[config.mk]
export PLATFORM = sky130hd
export DESIGN_NAME = fifo_nibble_uart_tx
export DESIGN_NICKNAME = d
export VERILOG_FILES = /design/src/rtl/sync_fifo_pkg.sv /design/src/rtl/baud_tick_gen.sv /design/src/rtl/fifo_nibble_uart_tx.sv
export SDC_FILE = /design/constraint.sdc
export NUM_CORES = 1
export LEC_CHECK = 0
export ABC_AREA = 1
export BUFFER_PORTS_ARGS = -buffer_cell sky130_fd_sc_hd__buf_2
export CORE_MARGIN = 3
export CORE_UTILIZATION = 30
export CTS_CLUSTER_DIAMETER = 100
export DETAILED_ROUTE_END_ITERATION = 12
export PLACE_DENSITY_LB_ADDON = 0.08
export REMOVE_ABC_BUFFERS = 1
export SETUP_SLACK_MARGIN = 0.2
export SYNTH_ARGS = -nofsm -noshare
export SYNTH_HDL_FRONTEND = slang
export SYNTH_SLANG_ARGS = --single-unit
[constraint.sdc]
create_clock -name clk -period 4.3 [get_ports clk]
set_input_delay 0.86 -clock clk [delete_from_list [all_inputs] [get_ports clk]]
set_output_delay 0.86 -clock clk [all_outputs]
set_load 0.1 [all_outputs]
[src/rtl/sync_fifo_pkg.sv]
// Shared definitions for the synchronous nibble FIFO and its drain stages:
// UART transmitter state encodings and the parity-mode selection.
package sync_fifo_pkg;

  // 3-bit encodings of the serialiser FSM states.
  localparam logic [2:0] ST_IDLE_ENC   = 3'd0;
  localparam logic [2:0] ST_FETCH_ENC  = 3'd1;
  localparam logic [2:0] ST_LOAD_ENC   = 3'd2;
  localparam logic [2:0] ST_START_ENC  = 3'd3;
  localparam logic [2:0] ST_DATA_ENC   = 3'd4;
  localparam logic [2:0] ST_PARITY_ENC = 3'd5;
  localparam logic [2:0] ST_STOP_ENC   = 3'd6;

  typedef enum logic [2:0] {
    S_IDLE   = ST_IDLE_ENC,
    S_FETCH  = ST_FETCH_ENC,
    S_LOAD   = ST_LOAD_ENC,
    S_START  = ST_START_ENC,
    S_DATA   = ST_DATA_ENC,
    S_PARITY = ST_PARITY_ENC,
    S_STOP   = ST_STOP_ENC
  } tx_state_e;

  // Parity mode: 1'b0 gives even parity (bit = XOR of data), 1'b1 would give odd.
  localparam logic PARITY_ODD = 1'b0;

  // Parity bit to transmit, given the XOR-reduction of the data word.
  function automatic logic parity_bit(input logic data_xor);
    return data_xor ^ PARITY_ODD;
  endfunction

endpackage

[src/rtl/baud_tick_gen.sv]
// Baud-rate divider: counts 0..CLKS_PER_BIT-1 while enabled and flags the
// final cycle of each serial bit. A clear input restarts the bit period.
module baud_tick_gen #(
  parameter int CLKS_PER_BIT = 16,
  parameter int CNT_W        = $clog2(CLKS_PER_BIT)
) (
  input  logic             clk,
  input  logic             rst_n,
  input  logic             clr_i,
  input  logic             en_i,
  output logic [CNT_W-1:0] cnt_o,
  output logic             tick_o
);

  localparam logic [CNT_W-1:0] CNT_LAST = CNT_W'(CLKS_PER_BIT - 1);

  logic [CNT_W-1:0] cnt_q;
  logic [CNT_W-1:0] cnt_d;

  // Next count: clear wins, otherwise advance and wrap on the bit boundary.
  always_comb begin
    cnt_d = cnt_q;
    if (clr_i) begin
      cnt_d = '0;
    end else if (en_i) begin
      if (cnt_q == CNT_LAST) begin
        cnt_d = '0;
      end else begin
        cnt_d = cnt_q + CNT_W'(1);
      end
    end else begin
      cnt_d = cnt_q;
    end
  end

  // Counter register with synchronous active-low reset.
  always_ff @(posedge clk) begin
    if (!rst_n) begin
      cnt_q <= '0;
    end else begin
      cnt_q <= cnt_d;
    end
  end

  assign cnt_o  = cnt_q;
  assign tick_o = en_i && (cnt_q == CNT_LAST);

endmodule

[src/rtl/fifo_nibble_uart_tx.sv]
// Drain stage for the nibble FIFO: pops one word at a time and sends it as a
// UART frame (start, data LSB-first, optional even parity, stop bits) on tx.
// tx, fifo_rd_en and frame_done are computed from the next state and
// registered, so they line up with the state register and have no
// combinational path from the inputs.
module fifo_nibble_uart_tx
  import sync_fifo_pkg::*;
#(
  parameter int DATA_WIDTH   = 4,
  parameter int CLKS_PER_BIT = 16,
  parameter int PARITY_EN    = 0,
  parameter int STOP_BITS    = 1
) (
  input  logic                  clk,
  input  logic                  rst_n,
  input  logic                  ena,
  input  logic                  fifo_empty,
  input  logic [DATA_WIDTH-1:0] fifo_rd_data,
  output logic                  fifo_rd_en,
  output logic                  tx,
  output logic                  busy,
  output logic                  frame_done
);

  localparam int CNT_W = $clog2(CLKS_PER_BIT);
  localparam int BIT_W = $clog2(DATA_WIDTH + 1);

  localparam logic [BIT_W-1:0] LAST_DATA = BIT_W'(DATA_WIDTH - 1);
  localparam logic [BIT_W-1:0] LAST_STOP = BIT_W'(STOP_BITS - 1);
  // frame_done is registered, so it is armed one cycle before the last stop cycle.
  localparam logic [CNT_W-1:0] DONE_CNT  = CNT_W'(CLKS_PER_BIT - 2);

  tx_state_e             state_q, state_d;
  logic [DATA_WIDTH-1:0] shift_q, shift_d;
  logic                  parity_q, parity_d;
  logic [BIT_W-1:0]      bit_cnt_q, bit_cnt_d;
  logic                  tx_q, tx_d;
  logic                  rd_en_q, rd_en_d;
  logic                  done_q, done_d;

  logic                  baud_clr;
  logic                  baud_en;
  logic                  baud_tick;
  logic [CNT_W-1:0]      baud_cnt;

  assign baud_clr = (state_q == S_LOAD);
  assign baud_en  = (state_q == S_START) || (state_q == S_DATA) ||
                    (state_q == S_PARITY) || (state_q == S_STOP);

  baud_tick_gen #(
    .CLKS_PER_BIT (CLKS_PER_BIT),
    .CNT_W        (CNT_W)
  ) u_baud (
    .clk    (clk),
    .rst_n  (rst_n),
    .clr_i  (baud_clr),
    .en_i   (baud_en),
    .cnt_o  (baud_cnt),
    .tick_o (baud_tick)
  );

  // Next-state, datapath and next-output logic of the frame sequencer.
  always_comb begin
    state_d   = state_q;
    shift_d   = shift_q;
    parity_d  = parity_q;
    bit_cnt_d = bit_cnt_q;

    case (state_q)
      S_IDLE: begin
        if (ena && !fifo_empty) begin
          state_d = S_FETCH;
        end else begin
          state_d = S_IDLE;
        end
      end
      S_FETCH: begin
        state_d = S_LOAD;
      end
      S_LOAD: begin
        shift_d   = fifo_rd_data;
        parity_d  = parity_bit(^fifo_rd_data);
        bit_cnt_d = '0;
        state_d   = S_START;
      end
      S_START: begin
        if (baud_tick) begin
          state_d = S_DATA;
        end else begin
          state_d = S_START;
        end
      end
      S_DATA: begin
        if (baud_tick) begin
          shift_d = shift_q >> 1;
          if (bit_cnt_q == LAST_DATA) begin
            bit_cnt_d = '0;
            state_d   = (PARITY_EN != 0) ? S_PARITY : S_STOP;
          end else begin
            bit_cnt_d = bit_cnt_q + BIT_W'(1);
          end
        end else begin
          state_d = S_DATA;
        end
      end
      S_PARITY: begin
        if (baud_tick) begin
          bit_cnt_d = '0;
          state_d   = S_STOP;
        end else begin
          state_d = S_PARITY;
        end
      end
      S_STOP: begin
        if (baud_tick) begin
          if (bit_cnt_q == LAST_STOP) begin
            bit_cnt_d = '0;
            if (ena && !fifo_empty) begin
              state_d = S_FETCH;
            end else begin
              state_d = S_IDLE;
            end
          end else begin
            bit_cnt_d = bit_cnt_q + BIT_W'(1);
          end
        end else begin
          state_d = S_STOP;
        end
      end
      default: begin
        state_d = S_IDLE;
      end
    endcase

    // Line level follows the state being entered so the register matches state_q.
    case (state_d)
      S_START:  tx_d = 1'b0;
      S_DATA:   tx_d = shift_d[0];
      S_PARITY: tx_d = parity_d;
      default:  tx_d = 1'b1;
    endcase

    rd_en_d = (state_d == S_FETCH);
    done_d  = (state_q == S_STOP) && (bit_cnt_q == LAST_STOP) &&
              (baud_cnt == DONE_CNT);
  end

  // State, datapath and output registers with synchronous active-low reset.
  always_ff @(posedge clk) begin
    if (!rst_n) begin
      state_q   <= S_IDLE;
      shift_q   <= '0;
      parity_q  <= 1'b0;
      bit_cnt_q <= '0;
      tx_q      <= 1'b1;
      rd_en_q   <= 1'b0;
      done_q    <= 1'b0;
    end else begin
      state_q   <= state_d;
      shift_q   <= shift_d;
      parity_q  <= parity_d;
      bit_cnt_q <= bit_cnt_d;
      tx_q      <= tx_d;
      rd_en_q   <= rd_en_d;
      done_q    <= done_d;
    end
  end

  assign fifo_rd_en = rd_en_q;
  assign tx         = tx_q;
  assign frame_done = done_q;
  assign busy       = (state_q != S_IDLE);

endmodule

Yosys cells after proc, flatten, opt, wreduce, memory -nomap -nowiden

Cells that the tools add are included.

Word-level logic and storage cells: 64
Bits in registers: 18

Add/subtract/negate cells: 2
Equal/unequal tests: 16
Multiplexer cells: 19
Reductions and logical operators: 17
Bitwise gates (word level): 1

Operators with widths:

| kind                                           | count |
|---|---|
| two-way mux 3 bit                              | 10 |
| case mux 3 bit (7 select lines)                | 1 |
| == test 3 bit (second input constant)          | 5 |
| == test 3 x 2 -> 1 bit (second input constant) | 4 |
| case mux 3 bit (4 select lines)                | 1 |
| == test 4 bit (second input constant)          | 2 |
| two-way mux 4 bit                              | 2 |
| case mux 4 bit (2 select lines)                | 1 |
| == test 3 x 1 -> 1 bit (second input constant) | 2 |
| logical NOT 3 bit                              | 2 |
| inequality test 2 bit (second input constant)  | 3 |
| adder 4 x 1 -> 4 bit (second input constant)   | 1 |
| logical AND 1 bit                              | 4 |
| AND reduction 4 bit                            | 1 |
| nonzero test 4 bit                             | 1 |
| parity 4 bit                                   | 1 |
| adder 3 x 1 -> 3 bit (second input constant)   | 1 |
| logical OR 1 bit                               | 3 |
| case mux 1 bit (3 select lines)                | 1 |
| nonzero test 3 bit                             | 1 |
| two-way mux 1 bit                              | 2 |
| two-way mux 2 bit                              | 1 |
| AND reduction 2 bit                            | 1 |
| nonzero test 2 bit                             | 1 |
| other kinds (3)                                | 3 |

Depth between registers and ports, before layout

Depth after elaboration: 9
Mapped depth: 11
Gate-level depth less buffers: 10

By module

From an unflattened synthesis, not the netlist that was laid out.

Cell total of the unflattened synthesis: 173
Area total of the unflattened synthesis: 1149.9 µm²

By module, submodules not included:

| module              | sequential area each (µm²) | instances | cells an instance | area each (µm²) |
|---|---|---|---|---|
| fifo_nibble_uart_tx | 280.3                      | 1         | 145               | 945.9 |
| baud_tick_gen       | 80.1                       | 1         | 28                | 203.9 |

Worst setup path before layout

No wires, ideal clock.

Kind: register to output
From: reg state_q[2]
To: out busy
Arrival time: 1160 ps
Slack: 2280 ps
Stages on the path, launching flop included: 4
Required time: 3440 ps
Cells stage by stage: dfxtp_1 > buf_6 > nor2_1 > nand2_1

Cells in the longest elaborated chain, start to end: 1

RTL lines:

| item                   | line                       | RTL |
|---|---|---|
| start, declared        | fifo_nibble_uart_tx.sv:33  | `tx_state_e state_q, state_d;` |
| start signal, assigned | fifo_nibble_uart_tx.sv:159 | `state_q <= state_d;` |
| nonzero test 3 bit     | fifo_nibble_uart_tx.sv:172 | `assign busy = (state_q != S_IDLE);` |
| end, declared          | fifo_nibble_uart_tx.sv:21  | `output logic busy,` |

No other way between the ends.

Worst setup path in the final report

Same ends and word-level chain as after synthesis.

==> impl_metrics.tcl <==
set metrics [dict create \
    crit_path_end "busy" \
    synthMuxAreaShare_pct 0 \
    yosys_register_bits 18 \
    clk_latency_ns 0.25 \
    route.detailed.drc 0 \
    busiest_layer "met2" \
    power_leakage_nw 0.581 \
    grt_overflow_total 0 \
    reg2reg_from "u_baud.cnt_o[1]" \
    syn_inst 164 \
    worst_pin_slew_ns 0.487 \
    die_w_um 67.9 \
    gr-usage-met3_pct 3.45 \
    critPathLaunch "state_q[2]" \
    drt_iter0_drc 41 \
    grt_setup_unrepaired "no" \
    p_per_area_nw_per_um2 351 \
    fmax_ghz 0.430 \
    setup_viol 0 \
    layout.nets 192 \
    first_pass_iters 3 \
    synth.area.top_cells "dfxtp_1 31%, nand2_1 14%, ha_1 6.5%" \
    die_y_um 67.9 \
    cts_sinks 18 \
    antenna_found_initial 0 \
    vias 1015 \
    ctsHoldBuffers 0 \
    cts_resized 0 \
    p_sw_mw 0.161 \
    netlist_area_um2 1150 \
    synth.top_cell.area_share_pct 31.4 \
    p_sw_share_pct 35.3 \
    met1_usage_pct 15.0 \
    stdcell_area_um2 1300 \
    synth_warnings 0 \
    fp.dieArea_um2 4610 \
    grt_usage_pct 12.7 \
    grt_max_degree 11 \
    irDropWorstVdd_mv 0.194 \
    coreArea_um2 3520 \
    wirelength_um 2480 \
    period_needed_ns 2.33 \
    arrival_ns 1.47 \
    p_int_mw 0.294 \
    diodes 0 \
    numCtsBuffers 3 \
    cts_tree "yes" \
    reg2reg_to "tx" \
    globalplace.congestion 0.802 \
    reg2reg_slack_ns 2.68 \
    crit_path_end_kind "primary output" \
    combPwrFrac_pct 28.0 \
    cts.path.max_buffers 2 \
    cp_max_fo 8 \
    synthAdderAreaFrac_pct 6.54 \
    synth_compound_area_share_pct 11.4 \
    min_path_type "flop to flop" \
    required_ns 3.44 \
    fin_hold_ws_ns 0.460 \
    drive_gt1_share_pct 20.9 \
    final_core_util_pct 36.9 \
    avgViaCountPerCell 4.55 \
    p_clk_share_pct 30.0 \
    area_delta_synth_final_pct 13.0 \
    ios 12 \
    slew_headroom_pct 67.8 \
    crit_type "flop to primary output" \
    io_buffers 11 \
    clkTransAtPathRegs_ns 0.07 \
    htreeDepth 1 \
    reg2reg_depth 8 \
    grt_pass1_vias 1027 \
    ys_seq_area_share_pct 31.4 \
    yosys.area_share.simple_pct 36.7 \
    yosysTopAreaCell "dfxtp_1" \
    status "finished clean" \
    antenna_left 0 \
    slew_violations 0 \
    dp_cells 219 \
    tns_ns 0 \
    synth_cell_type_count 28 \
    place_area_um2 1240 \
    fin_skew_ns 0.00364 \
    synth_xor_area_share_pct 3.05 \
    root_buffer "clkbuf_8" \
    startpoint_type "flop" \
    pwr-share-seq_pct 42.0 \
    grt_pass1_wl_um 4420 \
    dp_hpwl_um 2060 \
    finalHoldViolations 0 \
    cts_setup_buffers 0 \
    rows 21 \
    layoutNonFillerInstCount 223 \
    avgSynthCellArea_um2 7.00 \
    maxCapViolCount 0 \
    fill_cells 411 \
    initial_utilization_pct 32.6 \
    gr-usage-met2_pct 23.0 \
    post-route-period-util_pct 54.1 \
    wl_per_cell_um 11.1 \
    synth_top_family_by_area "simple AND/OR/NAND/NOR gates" \
]
## worst min-delay path by stage
| stage | start | depth (start not counted) | slack, ns | to |
|---|---|---|---|---|
| 3_5_place_dp | shift_q[3] | 2 | 0.46 | shift_q[3] |
| 6_report | shift_q[3] | 2 | 0.46 | shift_q[3] |
| 5_1_grt | shift_q[1] | 2 | 0.50 | shift_q[1] |
| 4_1_cts | shift_q[3] | 2 | 0.47 | shift_q[3] |
| 3_3_place_gp | shift_q[3] | 2 | 0.45 | shift_q[3] |
| 2_1_floorplan | shift_q[3] | 2 | 0.44 | shift_q[3] |
## cells in the final DEF (no fill, tap or decap)
| cell | Yosys | routed |
|---|---|---|
| nand4_1 | 3 | 3 |
| nor2_2 | 1 | 1 |
| dfxtp_1 | 18 | 18 |
| a31oi_1 | 3 | 3 |
| xor2_1 | 2 | 2 |
| clkbuf_8 | 0 | 4 |
| buf_2 | 0 | 11 |
| nand3_4 | 3 | 3 |
| nor3_2 | 1 | 1 |
| a21oi_1 | 12 | 12 |
| nor2_4 | 1 | 1 |
| nor2_1 | 15 | 15 |
| nand3_1 | 5 | 5 |
| a211oi_1 | 2 | 2 |
| o21ai_0 | 3 | 3 |
| inv_2 | 5 | 5 |
| inv_4 | 2 | 2 |
| and3_2 | 1 | 1 |
| ha_1 | 6 | 6 |
| o21ai_1 | 1 | 1 |
| inv_1 | 19 | 19 |
| o21ai_2 | 2 | 2 |
| nor3_1 | 4 | 4 |
| clkinv_1 | 1 | 1 |
| nand2_1 | 44 | 44 |
| nand2_2 | 3 | 3 |
| xnor2_1 | 2 | 2 |
| nand3_2 | 3 | 3 |
## metal layers
layer,up-vias,part of all wire (%)
met3,2,2.7
li1,549,-
met4,0,0.77
met1,456,48
met2,8,49
met5,-,0
## registers in the layout (all words and copies together) (netlist names)
signal and count:
shift_q 4, u_baud.cnt_o 4, bit_cnt_q 3, state_q 3
fifo_rd_en 1, frame_done 1, parity_q 1, tx 1
## power by group through the flow
stage	clock (mW)	combinational, mW	sequential [mW]
after global placement	0	0.128	0.194
after global routing	0.150	0.142	0.193
final	0.137	0.127	0.191
after detailed placement	0	0.129	0.195
after floorplan	0	0.0814	0.215
after CTS	0.144	0.129	0.191
## critical path: stages (launching register included)
cell	delay, ns
dfxtp_1	0.58
nor2_1	0.12
nand2_1	0.10
buf_2	0.42
## cell families after synthesis
family / Yosys count
XOR/XNOR: 4
adder cells (fa/ha/maj): 6
AO/OA/AOI/OAI: 23
buffers and inverters: 29
flip-flops: 18
AND/OR/NAND/NOR: 84
## per-stage QoR
step / power (mW) / setup WS (ns)
after floorplan: 0.296 / 2.14
after global placement: 0.322 / 2.28
after detailed placement: 0.324 / 2.25
after CTS: 0.464 / 1.96
after global routing: 0.485 / 1.87
final: 0.455 / 1.97
## cells in the mapped netlist
library cell	number
nor3_2	1
a31oi_1	3
nand3_4	3
xnor2_1	2
o21ai_0	3
nand4_1	3
inv_2	5
nand3_1	5
dfxtp_1	18
xor2_1	2
o21ai_1	1
ha_1	6
nor2_1	15
a21oi_1	12
and3_2	1
nor2_2	1
nand2_2	3
o21ai_2	2
nor3_1	4
clkinv_1	1
a211oi_1	2
inv_4	2
buf_6	1
nand3_2	3
nand2_1	44
buf_4	1
inv_1	19
nor2_4	1
## final cells by class
cell class	instances	area [um2]	share of cell area, %
multi-input combinational	117	663	51.1
sequential	18	360	27.8
inverter	27	106	8.20
tap	46	57.6	4.44
clock buffer	4	55.1	4.24
timing repair buffer	11	55.1	4.24
(Power assumes the default switching activity.)
